File: src/rtl/sys_arr_feeder.sv
// sys_arr_feeder
//   Upstream stage of the systolic array. Accepts one column vector per beat
//   (one signed 8-bit element per row), skews row r by r cycles so the array
//   sees a diagonal wavefront, frames each tile with a start command, then
//   feeds zeros for long enough that every partial sum drains out of the
//   array before signalling done.
//
// Ports
//   clk         system clock, all state on rising edge
//   rst_n       asynchronous active-low reset
//   start       begin a tile; sampled only while idle
//   vec_len     number of vectors in the tile; sampled with start
//   in_valid    in_data beat valid
//   in_data     packed elements, row r in bits [8r+7:8r]
//   in_ready    feeder accepts a beat this cycle
//   data_out    per-row datain to the array, same packing as in_data
//   active_out  per-row active flag to the array
//   busy        tile in progress (state != IDLE)
//   done        one-cycle tile-complete pulse
//   dbg_state   current FSM state (0 idle, 1 stream, 2 drain)
//
// Handshake: a beat transfers on a rising edge where in_valid && in_ready.
// in_ready depends only on the FSM state (high exactly in STREAM), never on
// in_valid, so the producer may hold in_valid high for as long as it likes and
// may drop it at any time without penalty (no timeout).

module sys_arr_feeder #(
  parameter int NUM_ROWS  = 2,
  parameter int ROW_WIDTH = 2,
  parameter int LEN_W     = 8
) (
  input  logic                  clk,
  input  logic                  rst_n,
  input  logic                  start,
  input  logic [LEN_W-1:0]      vec_len,
  input  logic                  in_valid,
  input  logic [8*NUM_ROWS-1:0] in_data,
  output logic                  in_ready,
  output logic [8*NUM_ROWS-1:0] data_out,
  output logic [NUM_ROWS-1:0]   active_out,
  output logic                  busy,
  output logic                  done,
  output logic [1:0]            dbg_state
);

  // Zero-fill cycles needed after the last beat: the skew adds NUM_ROWS-1
  // cycles to the bottom row and the row itself is ROW_WIDTH PEs deep.
  localparam int D  = NUM_ROWS - 1 + ROW_WIDTH;
  localparam int DW = (D > 1) ? $clog2(D) : 1;

  typedef enum logic [1:0] {
    IDLE   = 2'd0,
    STREAM = 2'd1,
    DRAIN  = 2'd2
  } state_e;

  state_e           state_q;
  logic [LEN_W-1:0] len_q;
  logic [LEN_W-1:0] count_q;
  logic [DW-1:0]    drain_q;
  logic             done_q;
  logic             accept;

  assign in_ready  = (state_q == STREAM);
  assign accept    = in_valid && in_ready;
  assign busy      = (state_q != IDLE);
  assign done      = done_q;
  assign dbg_state = state_q;

  // Tile control FSM
  always_ff @(posedge clk or negedge rst_n) begin
    if (!rst_n) begin
      state_q <= IDLE;
      len_q   <= '0;
      count_q <= '0;
      drain_q <= '0;
      done_q  <= 1'b0;
    end else begin
      done_q <= 1'b0;
      case (state_q)
        IDLE: begin
          if (start) begin
            if (vec_len != '0) begin
              state_q <= STREAM;
              len_q   <= vec_len;
              count_q <= '0;
            end else begin
              // Empty tile: nothing to stream or drain, just acknowledge.
              done_q <= 1'b1;
            end
          end
        end
        STREAM: begin
          if (accept) begin
            count_q <= count_q + LEN_W'(1);
            if (count_q == len_q - LEN_W'(1)) begin
              state_q <= DRAIN;
              drain_q <= '0;
            end
          end
        end
        DRAIN: begin
          if (drain_q == DW'(D - 1)) begin
            state_q <= IDLE;
            done_q  <= 1'b1;
          end else begin
            drain_q <= drain_q + DW'(1);
          end
        end
        default: state_q <= IDLE;
      endcase
    end
  end

  // Skew pipeline: row r holds r+1 stages followed by the output register,
  // so row r's element reaches data_out r+1 edges after the accepting edge.
  // Non-accept cycles shift in 0 / inactive, which keeps every bubble in the
  // same diagonal slot on all rows and flushes zeros during DRAIN.
  for (genvar r = 0; r < NUM_ROWS; r++) begin : g_row
    logic [7:0] dat_q [r+1];
    logic       act_q [r+1];
    logic [7:0] out_dat_q;
    logic       out_act_q;

    always_ff @(posedge clk or negedge rst_n) begin
      if (!rst_n) begin
        for (int s = 0; s <= r; s++) begin
          dat_q[s] <= '0;
          act_q[s] <= 1'b0;
        end
        out_dat_q <= '0;
        out_act_q <= 1'b0;
      end else begin
        dat_q[0] <= accept ? in_data[8*r +: 8] : 8'h00;
        act_q[0] <= accept;
        for (int s = 1; s <= r; s++) begin
          dat_q[s] <= dat_q[s-1];
          act_q[s] <= act_q[s-1];
        end
        out_dat_q <= dat_q[r];
        out_act_q <= act_q[r];
      end
    end

    assign data_out[8*r +: 8] = out_dat_q;
    assign active_out[r]      = out_act_q;
  end

endmodule

File: config.mk
export PLATFORM = sky130hd
export DESIGN_NAME = sys_arr_feeder
export DESIGN_NICKNAME = d
export VERILOG_FILES = /design/src/rtl/sys_arr_feeder.sv
export SDC_FILE = /design/constraint.sdc
export NUM_CORES = 1
export LEC_CHECK = 0
export CELL_PAD_IN_SITES_DETAIL_PLACEMENT = 1
export CELL_PAD_IN_SITES_GLOBAL_PLACEMENT = 1
export CORE_UTILIZATION = 40
export CTS_CLUSTER_DIAMETER = 200
export DETAILED_ROUTE_END_ITERATION = 8
export PLACE_DENSITY_LB_ADDON = 0.1
export RECOVER_POWER = 100
export SLEW_MARGIN = 30
export SYNTH_ARGS = -nofsm -noshare
export SYNTH_HDL_FRONTEND = slang
export SYNTH_SLANG_ARGS = --single-unit
File: constraint.sdc
create_clock -name clk -period 1.9 [get_ports clk]
set_input_delay 0.38 -clock clk [delete_from_list [all_inputs] [get_ports clk]]
set_output_delay 0.38 -clock clk [all_outputs]
set_load 0.1 [all_outputs]
==> impl_metrics.py <==
metrics = {
    "placement": {
        "placed_area_um2": 3140,
        "port_buffers": 50,
        "dpl.hpwl_um": 3810,
        "dp_slack_ps": -85.7,
        "dp.cells": 328,
        "gp_congestion": 0.768,
    },
    "route": {
        "drc": 0,
        "wl_per_cell_um": 15.2,
        "drt_iter0_drc": 42,
        "met2_length_um": 2730,
        "vias_per_cell": 4.87,
        "top_layer": "met4",
        "drtAntennaViolNets": 0,
        "dr.pass1.iters": 4,
        "met3_length_um": 145,
        "vias": 1680,
        "drt_wl_total_um": 5250,
        "met1_length_um": 2280,
    },
    "sta": {
        "worst_pin_slew_ps": 1080,
        "holdWs_ps": 347,
        "hold_viol_final": 0,
        "slew_violations": 0,
        "fin_skew_ps": 6.30,
        "setup_violations": 0,
        "period_share_pct": 95.3,
        "setup_tns_ps": 0,
        "post-route-min-period_ps": 1810,
        "fmaxAchievable_mhz": 552,
        "rsz0062_at_grt": "true",
        "relSlewSlack_pct": 27.7,
        "final.setup.worst_slack_ps": 89.7,
    },
    "layout": {
        "nets": 296,
        "final_util_pct": 55.4,
        "synthToLayoutAreaGrowth_pct": 34.1,
        "multi_input_area_um2": 807,
        "seqCellArea_um2": 1610,
        "fillers": 630,
        "fin_area_um2": 3280,
        "drive_gt1_share_pct": 26.3,
        "diodes": 0,
        "stdcell_count": 345,
    },
    "worst_setup_path": {
        "criticalPathCategory": "reg -> reg",
        "crit_top_cell": "buf_4",
        "reg2reg_slack_ps": 90,
        "critical-path-max-stage-delay_ps": 420,
        "cp_max_fo": 6,
        "critPathLaunchType": "flip-flop",
        "end_kind": "flip-flop",
        "rr_startpoint": "len_q[2]",
        "reg2regPathDepth": 7,
        "r2r-end": "drain_q[1]",
        "cp_slowest_cell": "dfrtp_1",
        "cp.required_ps": 2080,
        "arrival_ps": 1990,
        "path_cells": "buf_4 -> nor3_1 -> and3_1 -> o2111ai_2 -> a211oi_2 -> buf_4 -> a221oi_2",
    },
    "cts": {
        "cts_sinks": 64,
        "clock_latency_ps": 330,
        "clk_root_buffer_cell": "clkbuf_8",
        "htree_levels": 3,
        "cts_tree": "built",
        "numCtsBuffers": 9,
        "cts_setup_buffers": 0,
        "clockBufferDepth": 2,
        "clkTransAtPathRegs_ps": 70,
    },
    "logic_synthesis": {
        "synth_edf_count": 0,
        "syn_nets": 225,
        "syn_avg_cell_area_um2": 12.6,
        "ys.flop_type": "dfrtp_1",
        "yosysTopAreaCell": "dfrtp_1",
        "synthArstFlopShare_pct": 100,
        "ys_seq_elements": 64,
        "syn_area_um2": 2450,
        "ys_warn_count": 0,
        "syn_inst": 194,
        "synth_top_area_share_pct": 65.5,
        "synthTopCellsByArea": "dfrtp_1, and2_1, xor2_1",
        "yosysSeqAreaShare_pct": 65.5,
        "synth.distinct_cells": 38,
    },
    "grt": {
        "track_usage_pct": 19.5,
        "grt_pass1_vias": 1825,
        "grt_pass1_wl_um": 9050,
        "overflow": 0,
        "antenna_found_initial": 0,
        "grt_max_degree": 36,
    },
    "min_path": {
        "min_to": "g_row[1].out_dat_q[1]",
        "min-delay-start": "g_row[1].dat_q[1]",
        "hold_class": "reg -> reg",
        "holdPathStages": 0,
    },
    "power": {
        "power_density_nw_per_um2": 1510,
        "leakagePower_nw": 1.53,
        "finalPower_mw": 4.95,
        "p_sw_share_pct": 39.7,
        "vdd_drop_max_mv": 0.654,
        "internal_power_mw": 2.98,
        "clkPwrFrac_pct": 23.2,
        "seqPwrFrac_pct": 38.3,
        "pwr-share-comb_pct": 38.5,
        "netSwitchingPower_mw": 1.97,
    },
    "job": {
        "max-cap-violations": 0,
    },
    "status": {
        "status": "finished clean",
    },
    "die": {
        "floorplan.die.width_um": 80.2,
        "floorplan.rows": 28,
        "core_um2": 5920,
        "io_pins": 51,
        "die_y_um": 80.2,
        "initial_core_util_pct": 41.3,
        "die_area_um2": 6430,
    },
}
[state kept, by name (all words and copies together) (netlist names)]
signal and count:
len_q 8, count_q 8, drain_q 2, g_row.dat_q 24, g_row.out_dat_q 16, dbg_state 2
g_row.out_act_q 1, g_row.act_q 2, done 1
[routing by layer]
layer  up-vias  GRT usage [%]
met5         -              0
met4         0           10.2
met3        10           4.32
met2        28           32.2
met1       845           23.7
li1        797              -
[how the worst max path moves through the flow]
stage                 end    startpoint  slack (ps)
5_1_grt        drain_q[1]      len_q[2]         -40
4_1_cts        drain_q[1]      len_q[2]          30
2_1_floorplan  count_q[5]  dbg_state[1]        -150
6_report       drain_q[1]      len_q[2]          90
3_3_place_gp     len_q[6]    vec_len[3]         -30
3_5_place_dp     len_q[6]    vec_len[7]         -90
[cells in the mapped netlist (all sizes together) (3+ instances only)]
cell type,count
dfrtp,64
and2,17
nor2,11
a21oi,9
nand2,8
xor2,8
inv,7
clkbuf,6
o21ai,6
mux2,5
nand2b,5
nand4,5
xnor2,4
and3,3
buf,3
ha,3
nor3,3
nor3b,3
nor4,3
[logic make-up (layout without fill, tap and decap cells)]
group,count (synthesis),after routing,share of synthesized area (%)
AOI/OAI and AO/OA,29,29,8.03
muxes,6,6,2.71
adders and majority gates,3,3,1.53
and+or+nand+nor,64,64,15.1
DFF,64,64,65.5
buffers and inverters,16,92,2.81
xor gates and xnor gates,12,12,4.30
[repair_timing]
item,in CTS,in global routing
pin swaps,0,1
hold endpoints to repair,5,0
endpoints found under the setup margin,1,5
gates resized for setup,1,4
hold buffers,1,0
[worst max-delay path, delay by kind of cell, from the launching register on]
family	cells	cell delay [ps]
buffers and inverters	2	340
and+or+nand+nor	2	490
DFF	1	420
AOI/OAI and AO/OA	3	410
[layout by cell type, fill, tap and decap left out, drive strengths merged, types with 2 or more instances in the layout]
cell type	count
a211oi	2
a21oi	9
a22o	2
and2	17
and3	3
buf	15
clkbuf	38
clkdlybuf4s50	25
clkinv	3
dfrtp	64
dlygate4sd3	2
ha	3
inv	7
mux2	5
nand2	8
nand2b	5
nand4	5
nor2	11
nor3	3
nor3b	3
nor4	3
o21ai	6
o21bai	2
o31a	2
or3	2
xnor2	4
xor2	8
[area by class of cell]
type / count / share of cell area [%]
Tap cell: 75 / 2.86
Clock inverter: 5 / 1.72
Inverter: 7 / 0.801
Timing Repair Buffer: 69 / 16.7
Clock buffer: 11 / 4.31
Multi-Input combinational cell: 114 / 24.6
Sequential cell: 64 / 49.0
[power by group through the flow]
| stage | combinational [mW] | sequential [mW] | clock, mW |
|---|---|---|---|
| 5_1_grt | 2.07 | 1.95 | 1.25 |
| 3_5_place_dp | 1.95 | 1.93 | 0 |
| 6_report | 1.91 | 1.89 | 1.15 |
| 2_1_floorplan | 0.927 | 2.31 | 0 |
| 3_3_place_gp | 1.91 | 1.91 | 0 |
| 4_1_cts | 1.96 | 1.91 | 1.18 |
Power figures use the tool's default switching activity.
